## src/rtl/lock_code_sender.sv

```systemverilog
// rtl/lock_code_sender.sv - sends a latched symbol code to a lock, retrying until unlock or MAX_TRIES
module lock_code_sender #(
  parameter int CODE_LEN    = 4,
  parameter int SYM_HOLD    = 1,
  parameter int WAIT_CYCLES = 2,
  parameter int MAX_TRIES   = 3
) (
  input  logic                  clk,
  input  logic                  rst_n,
  input  logic                  start,
  input  logic [2*CODE_LEN-1:0] code,
  input  logic                  unlock,
  output logic                  x,
  output logic                  y,
  output logic                  busy,
  output logic                  done,
  output logic                  success,
  output logic                  fail,
  output logic [3:0]            attempts
);

  typedef enum logic [2:0] {IDLE, CLEAR, SEND, WAIT, DONE} state_t;

  state_t                state_q, state_n;
  logic [2*CODE_LEN-1:0] code_q, code_n;
  logic [3:0]            sym_idx_q, sym_idx_n;
  logic [15:0]           hold_cnt_q, hold_cnt_n;
  logic [15:0]           wait_cnt_q, wait_cnt_n;
  logic [3:0]            attempts_q, attempts_n;
  logic                  success_q, success_n;
  logic                  fail_q, fail_n;
  logic [2*CODE_LEN-1:0] sym_shift;

  always_ff @(posedge clk or negedge rst_n) begin
    if (!rst_n) begin
      state_q    <= IDLE;
      code_q     <= '0;
      sym_idx_q  <= '0;
      hold_cnt_q <= '0;
      wait_cnt_q <= '0;
      attempts_q <= '0;
      success_q  <= 1'b0;
      fail_q     <= 1'b0;
    end else begin
      state_q    <= state_n;
      code_q     <= code_n;
      sym_idx_q  <= sym_idx_n;
      hold_cnt_q <= hold_cnt_n;
      wait_cnt_q <= wait_cnt_n;
      attempts_q <= attempts_n;
      success_q  <= success_n;
      fail_q     <= fail_n;
    end
  end

  always_comb begin
    state_n    = state_q;
    code_n     = code_q;
    sym_idx_n  = sym_idx_q;
    hold_cnt_n = hold_cnt_q;
    wait_cnt_n = wait_cnt_q;
    attempts_n = attempts_q;
    success_n  = success_q;
    fail_n     = fail_q;
    case (state_q)
      IDLE: begin
        if (start) begin
          code_n     = code;
          success_n  = 1'b0;
          fail_n     = 1'b0;
          attempts_n = 4'd1;
          state_n    = CLEAR;
        end
      end
      CLEAR: begin
        sym_idx_n  = '0;
        hold_cnt_n = '0;
        state_n    = SEND;
      end
      SEND: begin
        if (hold_cnt_q == 16'(SYM_HOLD - 1)) begin
          hold_cnt_n = '0;
          if (sym_idx_q == 4'(CODE_LEN - 1)) begin
            wait_cnt_n = '0;
            state_n    = WAIT;
          end else begin
            sym_idx_n = sym_idx_q + 4'd1;
          end
        end else begin
          hold_cnt_n = hold_cnt_q + 16'd1;
        end
      end
      WAIT: begin
        if (unlock) begin
          success_n = 1'b1;
          state_n   = DONE;
        end else if (wait_cnt_q == 16'(WAIT_CYCLES - 1)) begin
          if (attempts_q == 4'(MAX_TRIES)) begin
            fail_n  = 1'b1;
            state_n = DONE;
          end else begin
            attempts_n = attempts_q + 4'd1;
            state_n    = CLEAR;
          end
        end else begin
          wait_cnt_n = wait_cnt_q + 16'd1;
        end
      end
      DONE: state_n = IDLE;
      default: state_n = IDLE;
    endcase
  end

  // Symbol i lives at code_q[2i+1:2i]; shift it down to the low two bits.
  assign sym_shift = code_q >> {sym_idx_q, 1'b0};

  always_comb begin
    x    = 1'b0;
    y    = 1'b0;
    busy = 1'b0;
    done = 1'b0;
    case (state_q)
      CLEAR: begin
        y    = 1'b1;
        busy = 1'b1;
      end
      SEND: begin
        x    = sym_shift[1];
        y    = sym_shift[0];
        busy = 1'b1;
      end
      WAIT: busy = 1'b1;
      DONE: done = 1'b1;
      default: ;
    endcase
  end

  assign success  = success_q;
  assign fail     = fail_q;
  assign attempts = attempts_q;

endmodule
```

## config.mk

```make
export PLATFORM = sky130hd
export DESIGN_NAME = lock_code_sender
export DESIGN_NICKNAME = d
export VERILOG_FILES = /design/src/rtl/lock_code_sender.sv
export SDC_FILE = /design/constraint.sdc
export NUM_CORES = 1
export LEC_CHECK = 0
export BUFFER_PORTS_ARGS = -buffer_cell sky130_fd_sc_hd__buf_2
export CAP_MARGIN = 10
export CORE_UTILIZATION = 60
export DETAILED_ROUTE_END_ITERATION = 7
export GPL_TIMING_DRIVEN = 0
export HOLD_SLACK_MARGIN = 0.08
export PLACE_DENSITY = 0.76
export RECOVER_POWER = 50
export SKIP_LAST_GASP = 1
export SYNTH_ARGS = -nofsm -noshare
export SYNTH_HDL_FRONTEND = slang
export SYNTH_SLANG_ARGS = --single-unit
```

## constraint.sdc

```tcl
create_clock -name clk -period 2.3 [get_ports clk]
set_clock_uncertainty 0.05 [all_clocks]
set_input_delay 0.345 -clock clk [delete_from_list [all_inputs] [get_ports clk]]
set_output_delay 0.345 -clock clk [all_outputs]
set_load 0.02 [all_outputs]
```

* Yosys cells after proc, flatten, opt, wreduce, memory -nomap -nowiden
Cells that the tools add are included.
** Word-level totals
- Flip-flop bits (word level) :: 53
- Input port bits :: 12
- Output and inout port bits :: 10
- Word-level logic and storage cells :: 77
** Cells by class
- $add $sub $neg :: 4
- Equal/unequal tests :: 18
- Shift-type cells :: 1
- Multiplexer cells :: 33
- Reduce and logical (&&, ||, !) cells :: 13
** Operator list (count)
- $mux 16 :: 5
- $pmux 16 s2 :: 2
- $add 16x1->16 const B :: 2
- $mux 4 :: 6
- $ne 2x2->1 const B :: 10
- $mux 3 :: 6
- $eq 16x1->1 const B :: 1
- $logic_not 16->1 :: 1
- $pmux 4 s2 :: 2
- $reduce_and 5->1 :: 3
- $pmux 3 s4 :: 1
- $add 4x1->4 const B :: 2
- $eq 4x2->1 const B :: 2
- $mux 1 :: 8
- $shr 8x5->2 :: 1
- $eq 3x2->1 const B :: 2
- $pmux 1 s2 :: 3
- $reduce_and 3->1 :: 2
- $reduce_bool 2->1 :: 3
- $reduce_and 4->1 :: 1
- $eq 3x1->1 const B :: 1
- $eq 3x3->1 const B :: 1
- $logic_not 3->1 :: 1
- $ne 3x3->1 const B :: 1
- other kinds (2) :: 2

* Logic depth before layout (Yosys ltp)
- Depth after elaboration :: 5
- Mapped depth :: 9
- Gate-level depth less buffers :: 7

* Worst setup path before layout
No wires, ideal clock.
- Kind :: register -> register
- Start :: reg wait_cnt_q[0]
- End :: reg wait_cnt_q[10]
- Library setup time :: 82 ps
- Arrival :: 1752 ps
- Required time :: 2168 ps
- Path slack :: 417 ps
- Cell stages (with the launch flop) :: 9
- Buffers on the path :: 2
- Period minus slack after synthesis :: 1883 ps
- Path through :: dfrtp_1 > ha_1 > nor3b_1 > and4_1 > clkbuf_1 > nor2_2 > buf_2 > a21oi_1 > a31oi_1
** Between the ends
- Word-level cells in the longest chain between the ends :: 4
- Elaborated cells on any way between the ends :: 7
- Classes of those cells :: add/sub: 1; eq/ne: 2; mux: 3; reduce/logical: 1
** Ends and longest elaborated chain
- start, declared :: line 28 : logic [15:0] wait_cnt_q, wait_cnt_n;
- start signal, assigned :: line 49 : wait_cnt_q <= wait_cnt_n;
- $add 16x1->16 :: line 106 : wait_cnt_n = wait_cnt_q + 16'd1;
- $mux 16 :: line 97 : end else if (wait_cnt_q == 16'(WAIT_CYCLES - 1)) begin
- $mux 16 :: line 94 : if (unlock) begin
- $pmux 16 s2 :: line 65 : case (state_q)
Several ways; a longest one is shown, not always the timed one. The select of a mux whose other input is x is not followed.
A chain may end at the register's enable or synchronous reset.

* Final worst setup path
- Start :: reg hold_cnt_q[12]
- End :: reg sym_idx_q[2]
** Between the ends
- Word-level cells in the longest chain between the ends :: 3
** Ends and longest elaborated chain
- start, declared :: line 27 : logic [15:0] hold_cnt_q, hold_cnt_n;
- start signal, assigned :: line 48 : hold_cnt_q <= hold_cnt_n;
- $logic_not 16->1 :: line 81 : if (hold_cnt_q == 16'(SYM_HOLD - 1)) begin
- $ne 2x2->1 (no line)
- $reduce_and 3->1 (no line)
- end signal, assigned :: line 47 : sym_idx_q <= sym_idx_n;
- end, declared :: line 26 : logic [3:0] sym_idx_q, sym_idx_n;
Every way passes these cells.

==> impl_summary.log <==
INFO  metric max_freq = 455 MHz
INFO  metric p_leak = 1.38 nW
INFO  metric total_cts_buffers = 5
INFO  metric ir_worst_vdd = 664 uV
INFO  metric finalWeightedCongestion = 0.846
INFO  metric synthesis.yosys.warnings = 0
INFO  metric clk_root_buffer_cell = clkbuf_8
INFO  metric die_height = 72.3 um
INFO  metric clock_tree.buffer_depth = 2
INFO  metric drt_first_iter_violations = 204
INFO  metric maxCapViolations = 0
INFO  metric finalCritPeriodShare = 95.6%
INFO  metric synth_cell_type_count = 54
INFO  metric die_width = 72.3 um
INFO  metric critical_path_required = 2.42 ns
INFO  metric timing.final.crit_period = 2.20 ns
INFO  metric dominant_combinational_cell_family_by_area_after_synthesis = simple AND/OR/NAND/NOR gates
INFO  metric ant_nets = 0
INFO  metric synth_sequential_area_ratio = 44.8%
INFO  metric layout.filler_cells = 371
INFO  metric holdCritPathClass = input port to flip-flop
INFO  metric synth_compound_area_share = 17.7%
INFO  metric port_buffers = 21
INFO  metric core_area = 4720 um2
INFO  metric layout.cell_area.non_filler = 3260 um2
INFO  metric post_route_cells_drive_above_1_share = 18.6%
INFO  metric routed-via-count = 2434
INFO  metric post_layout_cell_count = 401
INFO  metric ys_seq_elements = 53
INFO  metric grt_pass1_vias = 2268
INFO  metric postSynthNetCount = 323
INFO  metric crit_path_end_kind = flip-flop
INFO  metric hold_viol_final = 0
INFO  metric final_routed_wirelength = 6.08 mm
INFO  metric power.density = 939 nW/um2
INFO  metric power_frac_seq = 42.1%
INFO  metric hold_slack = 0.231 ns
INFO  metric clkTransAtPathRegs = 0.09 ns
INFO  metric worst-path-max-fanout = 5
INFO  metric crit_type = flip-flop to flip-flop
INFO  metric setup_tns = 0 ns
INFO  metric share_comb_of_total_power = 42.2%
INFO  metric std_cell_rows = 25
INFO  metric synthArstFlopShare = 100%
INFO  metric combined_global_route_utilization_of_all_metal_layers = 25.9%
INFO  metric slew-limit-headroom = 44.7%
INFO  metric total_grt_overflow = 0
INFO  metric post_synth_xor_area_fraction = 1.77%
INFO  metric detailed_place.area = 3150 um2
INFO  metric setup-violations-final = 0
INFO  metric netlist_instances = 305
INFO  metric yosys.area_share.simple = 24.2%
INFO  metric fin_nets = 353
INFO  metric crit_path_start_kind = flip-flop
INFO  metric swShare = 39.7%
INFO  metric yosys_most_used_dff = dfrtp_1
INFO  metric yosys-mux-area-fraction = 5.96%
INFO  metric maximum_number_of_pins_on_one_net_before_global_route_repair = 54
INFO  metric wire_per_inst = 15.2 um
INFO  metric synthToLayoutAreaGrowth = 9.93%
INFO  metric tightest_slew = 0.829 ns
INFO  metric adder_and_majority_cell_fraction_of_the_synthesized_area = 2.53%
INFO  metric placed_cells = 393
INFO  metric total_switching_power = 1.21 mW
INFO  metric final-max-slew-violation-count = 0
INFO  metric synth_enable_flop_cells = 0
INFO  metric antenna_cells = 0
INFO  metric clock_sink_count = 53
INFO  metric layout.cells.most_common = dfrtp_1
INFO  metric cellInternalPower = 1.84 mW
INFO  metric synth_area_per_cell = 9.71 um2
INFO  metric vias_per_instance = 6.07
INFO  metric top_level_ports = 22
INFO  metric cts_tree = yes
INFO  metric worst_skew_pair.late_latency = 0.30 ns
INFO  metric detail_route.drc_violations = 0
INFO  metric post-layout-total-power = 3.06 mW
INFO  metric status = finished, final reports clean
INFO  metric cts-htree-levels = 2
INFO  metric antenna_found_initial = 0
INFO  metric die_area = 5220 um2
INFO  metric detailedRoute.firstPassIterationCount = 4
INFO  metric place.detailed.hpwl = 4.30 mm
INFO  metric highest_count_cells_in_the_layout_ignoring_fill_and_taps = 53 x dfrtp_1, 27 x nand2_1, 24 x buf_2, 24 x nor2_1
INFO  metric rsz_0062_raised_after_global_routing = yes
INFO  metric synthesis.area = 2960 um2
INFO  metric power.share.clock = 15.8%
INFO  metric worst-endpoint-arrival = 2.32 ns
INFO  metric first_pass_grt_wire_length = 10.7 mm
INFO  metric start_util = 62.7%
layer usage:
| layer | vias to the layer above | share of wire (%) | track usage [%] |
|---|---|---|---|
| met5 | - | 0 | 0 |
| met4 | 0 | 0.64 | 7.19 |
| met3 | 7 | 3.8 | 3.47 |
| met2 | 52 | 46 | 38.6 |
| met1 | 1185 | 50 | 39.7 |
| li1 | 1190 | - | - |
synthesized netlist by cell type (2+ instances only):
master / instances / share of area, %
o22ai_1: 3 / 0.63
nand2b_1: 2 / 0.42
mux2_2: 9 / 3.4
mux4_2: 2 / 1.5
nand4_1: 7 / 1.5
a2111oi_2: 2 / 1.0
buf_2: 8 / 1.4
nor4_1: 9 / 1.9
ha_1: 6 / 2.5
nor2_2: 2 / 0.42
or3_1: 6 / 1.3
clkbuf_1: 2 / 0.25
nor3_1: 5 / 0.84
a41oi_1: 2 / 0.59
o31ai_1: 5 / 1.3
and3_1: 7 / 1.5
nand3_1: 10 / 1.7
nand2_1: 29 / 3.7
nor3b_1: 3 / 0.76
and4_1: 3 / 0.89
nor2b_1: 2 / 0.42
xnor2_1: 4 / 1.2
mux2i_1: 3 / 1.0
nand3b_1: 2 / 0.51
o21ai_0: 16 / 2.7
a21o_1: 5 / 1.3
dfrtp_1: 53 / 45
and2_1: 3 / 0.63
a31oi_1: 10 / 2.1
a21oi_1: 16 / 2.7
nor2_1: 24 / 3.0
o21ai_1: 11 / 1.9
xor2_1: 2 / 0.59
a22o_1: 3 / 0.89
inv_1: 10 / 1.3
registers in the layout, indices dropped and copies added, names as in the netlist:
signal	cells
hold_cnt_q	16
wait_cnt_q	16
code_q	8
attempts	4
sym_idx_q	4
state_q	3
fail	1
success	1
cell type report:
cell class	count	area, um2	area share, %
Multi-Input combinational cell	231	1560	47.9
Timing Repair Buffer	24	124	3.80
Clock buffer	5	68.8	2.11
Sequential cell	53	1330	40.7
Clock inverter	1	5.00	0.154
Tap cell	67	83.8	2.57
Inverter	10	37.5	1.15
Buffer	10	51.3	1.58
logic make-up after synthesis:
group           count (synthesis)
compound gates                 79
xor+xnor                        6
fa+ha+maj                       6
buf+inv                        21
flops                          53
mux                            14
simple gates                  126
power by group through the flow:
stage | registers [mW] | logic (mW) | clock network, mW
after floorplan | 1.29 | 0.963 | 0
after global placement | 1.30 | 1.25 | 0
after detailed placement | 1.30 | 1.28 | 0
after CTS | 1.28 | 1.29 | 0.504
after global routing | 1.32 | 1.43 | 0.532
final | 1.29 | 1.29 | 0.482
worst max-delay path, stage by stage, from the launching register on:
cell and delay (ns):
dfrtp_1 0.43, nor4_1 0.46, nand4_1 0.29, buf_4 0.23, a2111oi_2 0.40, xnor2_1 0.16
nor2_1 0.05
repair_timing:
action,CTS,global route
buffers inserted,0,1
setup endpoints to repair,0,17
hold buffers,0,1
hold endpoints to repair,0,15
gates resized for setup,0,4
path summary, 6_finish.rpt:
path                                start              to  slack [ns]  depth (start not counted)
min reg2reg                          fail            fail        0.45                          2
min in group asynchronous           rst_n  wait_cnt_q[12]        0.60                          2
min                               code[5]       code_q[5]        0.23                          2
max reg2reg                hold_cnt_q[12]    sym_idx_q[2]        0.10                          6
max in group asynchronous           rst_n   hold_cnt_q[1]        0.50                          3
max                        hold_cnt_q[12]    sym_idx_q[2]        0.10                          6
per-stage QoR:
step | setup slack, ns | util, %
6_report | 0.101 | 68.9
5_1_grt | -0.0142 | 68.9
4_1_cts | 0.0461 | 68.3
3_5_place_dp | 0.0753 | 66.7
3_3_place_gp | 0.0315 | 66.7
2_1_floorplan | 0.417 | -
No activity file was read; power rests on OpenSTA's default activity.
